$ cat config.mk
export PLATFORM = sky130hd
export DESIGN_NAME = id_ctrl_stage
export DESIGN_NICKNAME = d
export VERILOG_FILES = /design/src/rtl/id_ctrl_stage.sv
export SDC_FILE = /design/constraint.sdc
export NUM_CORES = 1
export LEC_CHECK = 0
export CAP_MARGIN = 25
export CORE_MARGIN = 2
export CORE_UTILIZATION = 40
export DETAILED_ROUTE_END_ITERATION = 12
export GPL_TIMING_DRIVEN = 0
export MAX_ROUTING_LAYER = met4
export PLACE_DENSITY = 0.83
export SETUP_SLACK_MARGIN = 0.5
export SYNTH_ARGS = -nofsm -noshare
export SYNTH_HDL_FRONTEND = slang
export SYNTH_SLANG_ARGS = --single-unit
$ cat constraint.sdc
create_clock -name clk -period 1.3 [get_ports clk]
set_input_delay 0.13 -clock clk [delete_from_list [all_inputs] [get_ports clk]]
set_output_delay 0.13 -clock clk [all_outputs]
set_load 0.03 [all_outputs]
$ cat src/rtl/id_ctrl_stage.sv
// Decode-stage control unit with its own ID/EX control register.
// Decodes mode/opcode/S into EX control and sequences multi-cycle MULs with flush/freeze handling.
module id_ctrl_stage #(
   parameter int               CMD_W      = 4,
   parameter int               MUL_CYCLES = 3,
   parameter logic [CMD_W-1:0] MUL_CMD    = CMD_W'(4'b1011)
) (
   input  logic             clk,
   input  logic             rst,
   input  logic             valid_in,
   input  logic [1:0]       mode,
   input  logic [3:0]       opcode,
   input  logic             s,
   input  logic             immediate_in,
   input  logic             is_mul,
   input  logic             freeze,
   input  logic             flush,
   output logic             stall_out,
   output logic             ex_valid,
   output logic [CMD_W-1:0] ex_cmd,
   output logic             ex_mem_read,
   output logic             ex_mem_write,
   output logic             ex_wb_en,
   output logic             ex_imm,
   output logic             ex_branch,
   output logic             ex_status_we,
   output logic             ex_ignore_haz,
   output logic             ex_illegal
);

   localparam int               CNT_W     = (MUL_CYCLES > 1) ? $clog2(MUL_CYCLES) : 1;
   localparam bit               MULTI_MUL = (MUL_CYCLES > 1);
   localparam logic [CNT_W-1:0] CNT_LOAD  = CNT_W'(MUL_CYCLES - 1);
   localparam logic [CNT_W-1:0] CNT_ONE   = CNT_W'(1);

   typedef enum logic {
      IDLE,
      BUSY
   } state_t;

   typedef struct packed {
      logic             valid;
      logic [CMD_W-1:0] cmd;
      logic             mem_read;
      logic             mem_write;
      logic             wb_en;
      logic             imm;
      logic             branch;
      logic             status_we;
      logic             ignore_haz;
      logic             illegal;
   } ctrl_t;

   state_t           state_q, state_d;
   logic [CNT_W-1:0] cnt_q, cnt_d;
   ctrl_t            ex_q, ex_d;
   logic             mul_hit;

   function automatic ctrl_t mul_ctrl(input logic sb, input logic ib);
      ctrl_t c;
      c           = '0;
      c.valid     = 1'b1;
      c.cmd       = MUL_CMD;
      c.wb_en     = 1'b1;
      c.status_we = sb;
      c.imm       = ib;
      return c;
   endfunction

   // Illegal encodings carry only valid+illegal so EX traps without side effects.
   function automatic ctrl_t illegal_ctrl();
      ctrl_t c;
      c         = '0;
      c.valid   = 1'b1;
      c.illegal = 1'b1;
      return c;
   endfunction

   function automatic ctrl_t decode(input logic [1:0] m, input logic [3:0] op,
                                    input logic sb, input logic ib, input logic mul);
      ctrl_t c;
      c       = '0;
      c.valid = 1'b1;
      case (m)
         2'b00: begin
            if (mul) begin
               c = mul_ctrl(sb, ib);
            end else begin
               c.imm       = ib;
               c.status_we = sb;
               c.wb_en     = 1'b1;
               case (op)
                  4'b1101: begin c.cmd = CMD_W'(4'b0001); c.ignore_haz = 1'b1; end
                  4'b1111: begin c.cmd = CMD_W'(4'b1001); c.ignore_haz = 1'b1; end
                  4'b0100: c.cmd = CMD_W'(4'b0010);
                  4'b0101: c.cmd = CMD_W'(4'b0011);
                  4'b0010: c.cmd = CMD_W'(4'b0100);
                  4'b0110: c.cmd = CMD_W'(4'b0101);
                  4'b0000: c.cmd = CMD_W'(4'b0110);
                  4'b1100: c.cmd = CMD_W'(4'b0111);
                  4'b0001: c.cmd = CMD_W'(4'b1000);
                  4'b1010: begin c.cmd = CMD_W'(4'b1100); c.wb_en = 1'b0; end
                  4'b1000: begin c.cmd = CMD_W'(4'b1110); c.wb_en = 1'b0; end
                  default: c = illegal_ctrl();
               endcase
            end
         end
         2'b01: begin
            c.cmd       = CMD_W'(4'b0010);
            c.mem_read  = sb;
            c.mem_write = ~sb;
            c.wb_en     = sb;
            c.imm       = ib;
         end
         2'b10: begin
            c.cmd        = '0;
            c.branch     = 1'b1;
            c.ignore_haz = 1'b1;
            c.imm        = ib;
         end
         default: c = illegal_ctrl();
      endcase
      return c;
   endfunction

   assign mul_hit = (mode == 2'b00) && is_mul;

   // Front-end stall depends only on current state and ID inputs, so it tracks freeze naturally.
   always_comb begin
      stall_out = 1'b0;
      case (state_q)
         IDLE:    stall_out = MULTI_MUL && valid_in && mul_hit;
         BUSY:    stall_out = (cnt_q > CNT_ONE);
         default: stall_out = 1'b0;
      endcase
   end

   always_comb begin
      state_d = state_q;
      cnt_d   = cnt_q;
      ex_d    = ex_q;
      if (flush) begin
         state_d = IDLE;
         cnt_d   = '0;
         ex_d    = '0;
      end else if (!freeze) begin
         case (state_q)
            IDLE: begin
               if (!valid_in) begin
                  ex_d = '0;
               end else if (MULTI_MUL && mul_hit) begin
                  ex_d    = '0;
                  state_d = BUSY;
                  cnt_d   = CNT_LOAD;
               end else begin
                  ex_d = decode(mode, opcode, s, immediate_in, is_mul);
               end
            end
            BUSY: begin
               // Upstream holds the MUL fields while stalled, so the last count issues from them.
               if (cnt_q > CNT_ONE) begin
                  ex_d  = '0;
                  cnt_d = cnt_q - CNT_ONE;
               end else begin
                  ex_d    = mul_ctrl(s, immediate_in);
                  state_d = IDLE;
                  cnt_d   = '0;
               end
            end
            default: begin
               state_d = IDLE;
               cnt_d   = '0;
               ex_d    = '0;
            end
         endcase
      end
   end

   always_ff @(posedge clk or negedge rst) begin
      if (!rst) begin
         state_q <= IDLE;
         cnt_q   <= '0;
         ex_q    <= '0;
      end else begin
         state_q <= state_d;
         cnt_q   <= cnt_d;
         ex_q    <= ex_d;
      end
   end

   assign ex_valid      = ex_q.valid;
   assign ex_cmd        = ex_q.cmd;
   assign ex_mem_read   = ex_q.mem_read;
   assign ex_mem_write  = ex_q.mem_write;
   assign ex_wb_en      = ex_q.wb_en;
   assign ex_imm        = ex_q.imm;
   assign ex_branch     = ex_q.branch;
   assign ex_status_we  = ex_q.status_we;
   assign ex_ignore_haz = ex_q.ignore_haz;
   assign ex_illegal    = ex_q.illegal;

endmodule

==> metrics.md <==
| Metric | Value |
|---|---|
| Post-detail-place hpwl | approximately 1700 µm |
| Clk Latency, worst-skew pair | approximately 290 ps |
| GR Util All Layers | 0.177 |
| Critical path capture point type | flop |
| Antenna-violating nets left | 0 |
| Crit-path max cell delay | between 500 and 600 ps |
| Post-layout min period | approximately 1500 ps |
| Maxcap violations | 0 |
| Initial antenna violation count | 0 |
| Top-count cell post-synth | dfrtp_1 |
| Initial DRC count | 17 |
| Syn_area_per_cell | between 9 and 10 µm² |
| Antenna Cells | 0 |
| Skew final | roughly 6.5 ps |
| Clock sinks | 16 |
| Pwr per Cell Area | approximately 730 nW/µm² |
| Top cells by count, synth | dfrtp_1, nand2_1, o21ai_0 |
| RSZ-0062 raised after global routing | true |
| Final Hold Viols | 16 |
| CTS root buf | clkbuf_4 |
| Largest net degree at the start of global routing | 17 |
| Final Wtd Congestion | between 0.8 and 0.9 |
| Share of the synthesized area in the top cell type | 0.415 |
| Vias per Instance | roughly 5.4 |
| Yosys cell types | 37 |
| Die Wd | around 53 µm |
| Crit path cell chain | or4b_4 > a21oi_4 > buf_4 > a22o_1 |
| WS Path Type | reg2reg |
| FFs w/ async S/R, synth | 1.00 |
| Required @ worst endpoint | ~1500 ps |
| Vias in the first global route | about 860 |
| Final core utilization | 0.682 |
| CTS tree | done |
| CTS Buf Count | 3 |
| #FFs+latches synth | 16 |
| Post-place instance area | around 1300 µm² |
| Max Slew Vio Count | 0 |
| Synthesized net count | between 100 and 150 |
| Die ar. | roughly 2800 µm² |
| Outcome | finished with violations |
| Setup ws final | -177 ps |
| Hold Path Class | in2async |
| Residual DRC | 0 |
| Flip-flop count of the largest register after layout | 4 |
| Crit share post-route | 1.14 |
| # rows | 17 |
| Synth Flop Type | dfrtp_1 |
| Chip height | ~53 µm |
| IO Count | 28 |
| Pre-CTS WS | -802 ps |
| Synthesized instance count | approximately 110 |
| Setup violators final | 12 |
| Total power | 1.12 mW |
| Post-Syn Area | around 970 µm² |
| Initial Utilization | 0.428 |
| CTS hold repair buffers | 0 |
| Core footprint | roughly 2300 µm² |
| VDD IR-drop max | between 400 and 500 µV |
| Design area | roughly 1500 µm² |
| # H-tree levels | 1 |
| Headroom to the max-slew limit | 0.494 |
| Ys Warns | 0 |
| Final #Nets | ~170 |
| Crit-path slowest cell | or4b_4 |
| Leakage | around 0.71 nW |
| Crit path DAT | 1700 ps |
| Seq/Total Area, Yosys | 0.415 |
| Vias | about 970 |
| Hold slack | -112 ps |
| Layout cell share with drive strength beyond 1 | 0.380 |
| Failing checks | hold timing, setup timing |
| Number of iterations in the first detailed-routing pass | 4 |
| Worst-margin pin slew | between 700 and 800 ps |
| Post-DR wirelength/cell | 13.7 µm |
| First-pass GRT wire length | between 3000 and 4000 µm |
| Achievable Freq | 0.677 GHz |
| Global route overflow | 0 |
| Post-synth EDFFs | 0 |
| PortBufs | 25 |
| Area leader, netlist | dfrtp_1 |
| Total Wirelength | about 2400 µm |
| Worst-path clk slew | 100 ps |
| Worst-path fanout max | 4 |
| Area growth, synth to finish | 59.2% |
| Top cells by area, synth | dfrtp_1, nand2_1, ha_1, o21ai_0, a21oi_1 |
| Worst setup SP type | flop |
| Bufs on Longest Clock Path | 2 |
## cell usage in the layout, fill, tap and decap left out, drive strengths merged
cell type	instances
nand3	6
a21o	1
xnor2	1
a31oi	2
dfrtp	16
a41o	1
a221o	1
o21bai	1
inv	3
clkbuf	7
nand4	1
o22ai	1
nor2	1
a211oi	3
dlymetal6s2s	2
a22oi	2
nand2b	2
nand3b	1
or4b	1
nor3	3
a32o	1
xor2	1
nor2b	3
nand4b	1
ha	4
clkdlybuf4s50	4
a22o	3
dlygate4sd2	3
and4b	1
o21ai	12
nand2	14
or3	3
buf	33
and3	1
clkdlybuf4s15	1
a21oi	8
mux2i	1
## critical path: cells and delay by family (launching register included)
family          cells  cell delay [ps]
compound gates      2              300
buf+inv             1              140
flops               1              430
simple gates        1              540
## per-layer routing
metal | part of all wire | vias to the layer above | track usage
li1 | - | 482 | -
met1 | 0.42 | 446 | 0.221
met2 | 0.51 | 35 | 0.296
met3 | 0.064 | 2 | 0.0367
met4 | 0.0078 | 0 | 0.0385
met5 | 0 | - | -
## final cells by class
| class | instances | area (µm²) |
|---|---|---|
| Timing Repair Buffer | 40 | 389 |
| Multi-Input combinational cell | 81 | 594 |
| Sequential cell | 16 | 400 |
| Clock buffer | 4 | 36.3 |
| Tap cell | 28 | 35.0 |
| Inverter | 3 | 28.8 |
| Fill cell | 184 | 717 |
| Buffer | 6 | 53.8 |
## worst paths after layout
check                              from             to  slack, ps  cells past startpoint
setup / recovery                state_q      ex_branch       -180                      4
hold / removal                      rst       ex_wb_en       -110                      1
setup reg to reg                state_q      ex_branch       -180                      4
hold reg to reg            ex_mem_write   ex_mem_write        520                      2
max in group asynchronous           rst  ex_ignore_haz        930                      1
min in group clk              opcode[2]      ex_cmd[0]        220                      3
## repair_timing
action,in CTS,in global routing
gates cloned,0,0
endpoints found under the setup margin,30,46
hold endpoints to repair,0,16
pin swaps,4,7
buffers inserted,9,6
resized for setup,111,23
## stage by stage
step / cells / setup TNS, ps
after detailed placement: 159 / -7890
after global routing: 178 / -1710
after CTS: 172 / -1150
after global placement: 159 / -7390
after floorplan: 106 / -101
final: 178 / -1100
## kinds of logic after synthesis
| logic type | Yosys count | share of synthesized area |
|---|---|---|
| AOI/OAI and AO/OA | 36 | 0.256 |
| xor gates and xnor gates | 2 | 0.0181 |
| adders and majority gates | 4 | 0.0518 |
| buffers and inverters | 9 | 0.0376 |
| DFF | 16 | 0.415 |
| muxes | 1 | 0.0104 |
| and+or+nand+nor | 38 | 0.211 |
## power breakdown
| part | internal, mW | leakage, nW | switching, mW |
|---|---|---|---|
| combinational | 0.119 | 0.473 | 0.142 |
| clock | 0.170 | 0.0210 | 0.165 |
| sequential | 0.509 | 0.221 | 0.0105 |
Power figures use the tool's default switching activity.
